<file path="src/rtl/regfile_scoreboard.sv">
// Integer register file: two combinational read ports and one posedge write port with optional bypass,
// plus a per-register pending-write scoreboard that drives the decode stall and a pending-write counter.
module regfile_scoreboard #(
  parameter  int unsigned XLEN     = 32,
  parameter  int unsigned NREGS    = 32,
  parameter  bit          ZERO_REG = 1'b1,
  parameter  bit          BYPASS   = 1'b1,
  localparam int unsigned AW       = $clog2(NREGS)
) (
  input  logic            clk,
  input  logic            srst,
  input  logic [AW-1:0]   rs1_addr,
  input  logic [AW-1:0]   rs2_addr,
  input  logic            rs1_used,
  input  logic            rs2_used,
  output logic [XLEN-1:0] rd1,
  output logic [XLEN-1:0] rd2,
  input  logic            we,
  input  logic [AW-1:0]   wr_addr,
  input  logic [XLEN-1:0] wr_data,
  input  logic            issue_valid,
  input  logic [AW-1:0]   issue_rd,
  input  logic            flush,
  output logic            rs1_busy,
  output logic            rs2_busy,
  output logic            stall,
  output logic [AW:0]     pending_cnt
);

  localparam logic [AW:0] NREGS_W = (AW+1)'(NREGS);

  logic [XLEN-1:0] mem_q [NREGS];
  logic [NREGS-1:0] busy_q, busy_d;
  logic [AW:0]      cnt_q, cnt_d;
  logic             wr_ok, issue_ok, hit1, hit2;

  // An address is architecturally live when in range and not the hardwired zero register.
  function automatic logic addr_ok(input logic [AW-1:0] a);
    return ({1'b0, a} < NREGS_W) && !(ZERO_REG && (a == '0));
  endfunction

  always_comb begin
    wr_ok    = we && addr_ok(wr_addr);
    hit1     = BYPASS && wr_ok && (wr_addr == rs1_addr);
    hit2     = BYPASS && wr_ok && (wr_addr == rs2_addr);
    rd1      = '0;
    rd2      = '0;
    rs1_busy = 1'b0;
    rs2_busy = 1'b0;
    if (!srst && addr_ok(rs1_addr)) begin
      rd1      = hit1 ? wr_data : mem_q[rs1_addr];
      rs1_busy = busy_q[rs1_addr] && !hit1;
    end
    if (!srst && addr_ok(rs2_addr)) begin
      rd2      = hit2 ? wr_data : mem_q[rs2_addr];
      rs2_busy = busy_q[rs2_addr] && !hit2;
    end
    stall    = (rs1_busy && rs1_used) || (rs2_busy && rs2_used);
    issue_ok = issue_valid && !stall && !flush && addr_ok(issue_rd);
  end

  // Flush wipes all producers; otherwise a new issue beats a same-register writeback.
  always_comb begin
    busy_d = busy_q;
    if (flush) begin
      busy_d = '0;
    end else begin
      if (wr_ok)    busy_d[wr_addr]  = 1'b0;
      if (issue_ok) busy_d[issue_rd] = 1'b1;
    end
  end

  always_comb begin
    cnt_d = '0;
    for (int unsigned i = 0; i < NREGS; i++) begin
      cnt_d = cnt_d + (AW+1)'(busy_d[i]);
    end
  end

  always_ff @(posedge clk or posedge srst) begin
    if (srst) begin
      busy_q <= '0;
      cnt_q  <= '0;
    end else begin
      busy_q <= busy_d;
      cnt_q  <= cnt_d;
    end
  end

  always_ff @(posedge clk or posedge srst) begin
    if (srst) begin
      for (int unsigned i = 0; i < NREGS; i++) mem_q[i] <= '0;
    end else if (wr_ok) begin
      mem_q[wr_addr] <= wr_data;
    end
  end

  assign pending_cnt = cnt_q;

endmodule

</file>
<file path="config.mk">
export PLATFORM = sky130hd
export DESIGN_NAME = regfile_scoreboard
export DESIGN_NICKNAME = d
export VERILOG_FILES = /design/src/rtl/regfile_scoreboard.sv
export SDC_FILE = /design/constraint.sdc
export NUM_CORES = 2
export LEC_CHECK = 0
export BUFFER_PORTS_ARGS = -buffer_cell sky130_fd_sc_hd__clkbuf_2
export CAP_MARGIN = 20
export CORE_UTILIZATION = 50
export DETAILED_ROUTE_END_ITERATION = 7
export PLACE_DENSITY = 0.72
export REMOVE_ABC_BUFFERS = 1
export SLEW_MARGIN = 20
export SYNTH_ARGS = -nofsm -noshare
export SYNTH_HDL_FRONTEND = slang
export SYNTH_SLANG_ARGS = --single-unit
</file>
<file path="constraint.sdc">
create_clock -name clk -period 89.4 [get_ports clk]
set_input_delay 13.41 -clock clk [delete_from_list [all_inputs] [get_ports clk]]
set_output_delay 13.41 -clock clk [all_outputs]
set_load 0.02 [all_outputs]
</file>
## Word-level counts from Yosys, hierarchy flattened

Cells that the tools add are included.

- $add $sub $neg: 31
- Bitwise gates (word level): 6
- Equality and inequality tests: 2
- Reductions and logical operators: 29
- Magnitude comparators: 10
- Multiplexer cells: 27

Operator list:

| operator | number |
|---|---|
| 1024-bit bitwise mux | 1 |
| 32-bit 2-to-1 mux | 13 |
| 32-bit binary-select mux with 5-bit select | 2 |
| 32-bit demux with 5-bit select | 1 |
| 6-bit by 1-bit adder with 6-bit output | 26 |
| 32-bit bitwise AND | 1 |
| 32-bit inverter | 1 |
| 32-bit bitwise OR | 1 |
| 5-bit by 6-bit less-than comparator with 1-bit output (second input constant) | 4 |
| 5-bit zero test | 4 |
| 6-bit >= comparator (second input constant) | 3 |
| 5-bit inverter with 6-bit output | 3 |
| 1-bit logical AND | 15 |
| 1-bit binary-select mux with 5-bit select | 2 |
| 1-bit demux with 5-bit select | 2 |
| 5-bit == test | 2 |
| 5-bit by 1-bit >= comparator with 1-bit output (second input constant) | 2 |
| 1-bit zero test | 9 |
| 5-bit by 1-bit adder with 6-bit output | 1 |
| 6-bit by 1-bit less-than comparator with 1-bit output (second input constant) | 1 |
| 1-bit 2-to-1 mux | 6 |
| 4-bit by 1-bit adder with 5-bit output | 1 |
| 3-bit by 1-bit adder with 4-bit output | 1 |
| 2-bit by 1-bit adder with 3-bit output | 1 |
| 2 further kinds | 2 |

- Logic and storage cells: 139
- Register bits after elaboration: 1,062

## Depth between registers and ports, before layout

- Word-level depth: 46
- Mapped depth: 27
- Gate-level depth less buffers: 23

## Worst setup path after synthesis

Ideal clock, no wire load.

- Kind: input-to-output
- Start point: in rs1_addr[0]
- End point: out rd1[11]
- Cell stages on the path: 9
- Arrival: 15.353 ns
- Setup slack: 60.637 ns
- Cell sequence: buf_6 buf_12 buf_6 buf_6 buf_2 mux4_2 mux2i_1 nand2_1 a32o_1

- Cells in the longest elaborated chain, start to end: 6
- Elaborated cells on any way between the ends: 11
- Those cells by class: eq/ne (1); mux (5); bitwise (1); reduce/logical (4)

RTL lines:

| item | RTL line | text |
|---|---|---|
| start: declaration | 12 | `input logic [AW-1:0] rs1_addr,` |
| 5-bit inverter with 6-bit output (implied by the code) | 51 | `rd1 = hit1 ? wr_data : mem_q[rs1_addr];` |
| 32-bit binary-select mux with 5-bit select | 51 |  |
| 32-bit 2-to-1 mux (implied by the code) (2 in series) | 51 |  |
| 32-bit 2-to-1 mux | 51 |  |
| 32-bit 2-to-1 mux * | 50 | `if (!srst && addr_ok(rs1_addr)) begin` |
| end: declaration | 16 | `output logic [XLEN-1:0] rd1,` |

Every way passes the cells marked *; elsewhere a longest branch is shown, timed or not. The select of a mux whose other input is x is not followed.

## Worst setup path after layout

- Start point: in rs1_addr[0]
- End point: out rd1[3]

Same word-level chain as after synthesis.

==> impl_metrics.env <==
export IMPL_grt_busiest_layer="met2"
export IMPL_layout_nets=4056
export IMPL_cp_start_kind="input port"
export IMPL_synth_edf_count=0
export IMPL_max_freq_mhz=31.6
export IMPL_clkTransAtPathRegs_ns=0.06
export IMPL_yosysUniqueCellTypes=67
export IMPL_antenna_found_initial=1
export IMPL_n_fill_cell=9435
export IMPL_setup_tns_ns=0
export IMPL_postSynthCellCount=4087
export IMPL_cts_buffer_depth=3
export IMPL_area_growth_pct=9.10
export IMPL_pwr_density_cell_nw_per_um2=22.0
export IMPL_cts_root_buf="clkbuf_16"
export IMPL_htree_levels=3
export IMPL_skew_ns=0.0104
export IMPL_synthMuxAreaShare=0.416
export IMPL_dp_hpwl_mm=91.6
export IMPL_post_cts_resized=0
export IMPL_avgRoutedWirePerCell_um=30.7
export IMPL_async_flop_share=1.00
export IMPL_placementRows=125
export IMPL_hold_buffers=0
export IMPL_mostFrequentLayoutCells="dfrtp_1, mux2_2, mux4_2"
export IMPL_firstDrtPassIters=7
export IMPL_cts_setup_buffers=0
export IMPL_hp_class="reg2reg"
export IMPL_cp_max_fo=50
export IMPL_cts_tree="yes"
export IMPL_rsz0062_at_grt="no"
export IMPL_seq_area_frac_synth=0.453
export IMPL_synth_top_family_by_area="multiplexers"
export IMPL_yosysTopAreaCellShare=0.453
export IMPL_grt_met3_usage=0.0591
export IMPL_cts_sinks=1062
export IMPL_synth_xor_xnor_area_share=0.00194
export IMPL_ioPinCount=132
export IMPL_drive_above_1_share=0.447
export IMPL_critPathCaptureType="output pin"
export IMPL_slew_limit_headroom=0.223
export IMPL_grt_overflow=0
export IMPL_gr_usage_met2=0.457
export IMPL_layout_commonest_cell="dfrtp_1"
export IMPL_antenna_left=0
export IMPL_via_count=38000
export IMPL_clk_latency_ns=0.71
export IMPL_drv_slew=0
export IMPL_yosysTopAreaCell="dfrtp_1"
export IMPL_yosys_most_used_dff="dfrtp_1"
export IMPL_crit_type="in2out"
export IMPL_p_leak_nw=28.3
export IMPL_synth_area_um2=58700
export IMPL_synth_compound_gate_area_share=0.0577
export IMPL_post_route_drc_count=0
export IMPL_die_h_um=345
export IMPL_wl_mm=172
export IMPL_max_cap_violations=0
export IMPL_synth_fa_ha_area_frac=0.00967
export IMPL_crit_required_ns=75.99
export IMPL_fin_crit_ns=31.65
export IMPL_setup_violations=0
export IMPL_synth_seq_cells=1062
export IMPL_die_x_um=345
export IMPL_avgViaCountPerCell=6.81
export IMPL_seqCellArea_um2=26600
export IMPL_dieArea_um2=119000
export IMPL_fin_total_pwr_w=0.00141
export IMPL_ir_drop_uv=17.6
export IMPL_yosys_top_cells_area="dfrtp_1, mux2_2, mux4_2"
export IMPL_synthSimpleGateAreaFrac=0.0224
export IMPL_grtUsageMet1=0.403
export IMPL_worst_slew_pin_slew_ns=1.16
export IMPL_start_util=0.505
export IMPL_cts_made_buffers=112
export IMPL_whs_ns=0.396
export IMPL_gp_congestion=0.838
export IMPL_status="complete, no violations"
export IMPL_ys_warn_count=0
export IMPL_antennaDiodeCount=0
export IMPL_portBuffers=131
export IMPL_drt_iter0_drc=3886
export IMPL_grt_max_degree=158
export IMPL_gr_usage_all_layers=0.293
export IMPL_core_area_um2=116000
export IMPL_fin_crit_sh=0.354
export IMPL_cp_arrival_ns=18.24
export IMPL_finalHoldViolations=0
export IMPL_grt_pass1_wl_mm=258
export IMPL_synth_area_per_cell_um2=14.4
export IMPL_grt_pass1_vias=38900
export IMPL_multi_input_area_um2=30000
-- metrics by stage --
stage                util  cell area (um2)  worst slack [ns]  std cells
finish              0.551            64100             57.75       5587
global route        0.551            64100             57.50       5587
CTS                 0.550            64000             57.73       5586
detailed placement  0.516            60100             57.72       5375
global placement    0.516            60100             57.78       5375
floorplan               -            56500             46.10       3633
-- kinds of logic after synthesis --
family                   count (synthesis)
buffers and inverters                  500
AND/OR/NAND/NOR                        276
flip-flops                            1062
adder cells (fa/ha/maj)                 31
AO/OA/AOI/OAI                          443
XOR/XNOR                                13
multiplexers                          1762
-- critical path, cell delays in order --
cell	delay [ns]
buf_8	0.36
buf_4	0.80
buf_4	0.81
buf_4	0.89
mux4_1	0.67
mux4_2	0.46
nand2b_1	0.15
a32o_1	0.34
clkbuf_2	0.20
-- sequential cells by signal (all words and copies together) (netlist names) --
name / cells
mem_q: 1024
pending_cnt: 6
busy_q: 32
-- cells in the mapped netlist (7+ instances only) --
cell and n:
a21oi_1 49, a221o_1 18, a221oi_1 121, a22oi_1 75, a32o_1 25, and3_1 9
buf_1 62, buf_2 97, buf_4 37, buf_6 18, clkbuf_1 234, dfrtp_1 1062
fa_1 24, ha_1 7, inv_1 44, mux2_2 994, mux2i_1 346, mux4_1 66
mux4_2 356, nand2_1 85, nand2b_1 31, nand3_1 19, nor2_1 77, nor2b_1 9
nor3_1 15, o21ai_0 50, o21bai_1 18, o221ai_1 10, o22ai_1 19, o32a_1 7
o32ai_1 11, xnor2_1 12
-- layer usage --
layer / vias up / share of wire
met5: - / 0.00017
met3: 420 / 0.086
met2: 1721 / 0.47
met4: 4 / 0.041
met1: 20300 / 0.40
li1: 15600 / -
-- power by group --
part / leakage [nW] / total, W / internal, W / switching [W]
clock: 1.94 / 0.000500 / 0.000297 / 0.000203
sequential: 13.7 / 0.000632 / 0.000569 / 0.0000629
combinational: 12.7 / 0.000279 / 0.000161 / 0.000117
-- path summary, 6_finish.rpt --
check	startpoint	to	slack (ns)	depth (start not counted)
setup / recovery	rs1_addr[0]	rd1[3]	57.75	9
hold / removal	mem_q[1011]	mem_q[1011]	0.40	0
setup reg to reg	busy_q[31]	pending_cnt[4]	82.40	20
hold reg to reg	mem_q[1011]	mem_q[1011]	0.40	0
max in group asynchronous	srst	mem_q[463]	71.15	8
min in group asynchronous	srst	busy_q[18]	12.84	2
-- final cells by class --
type                    instances  share of cell area
clock buffers                 170              0.0525
clock inverters                41             0.00941
inverters                      46             0.00285
multi-input cells            2525               0.468
flip-flops and latches       1062               0.415
well taps                    1524              0.0298
repair buffers                219              0.0222
Power figures use the tool's default switching activity.
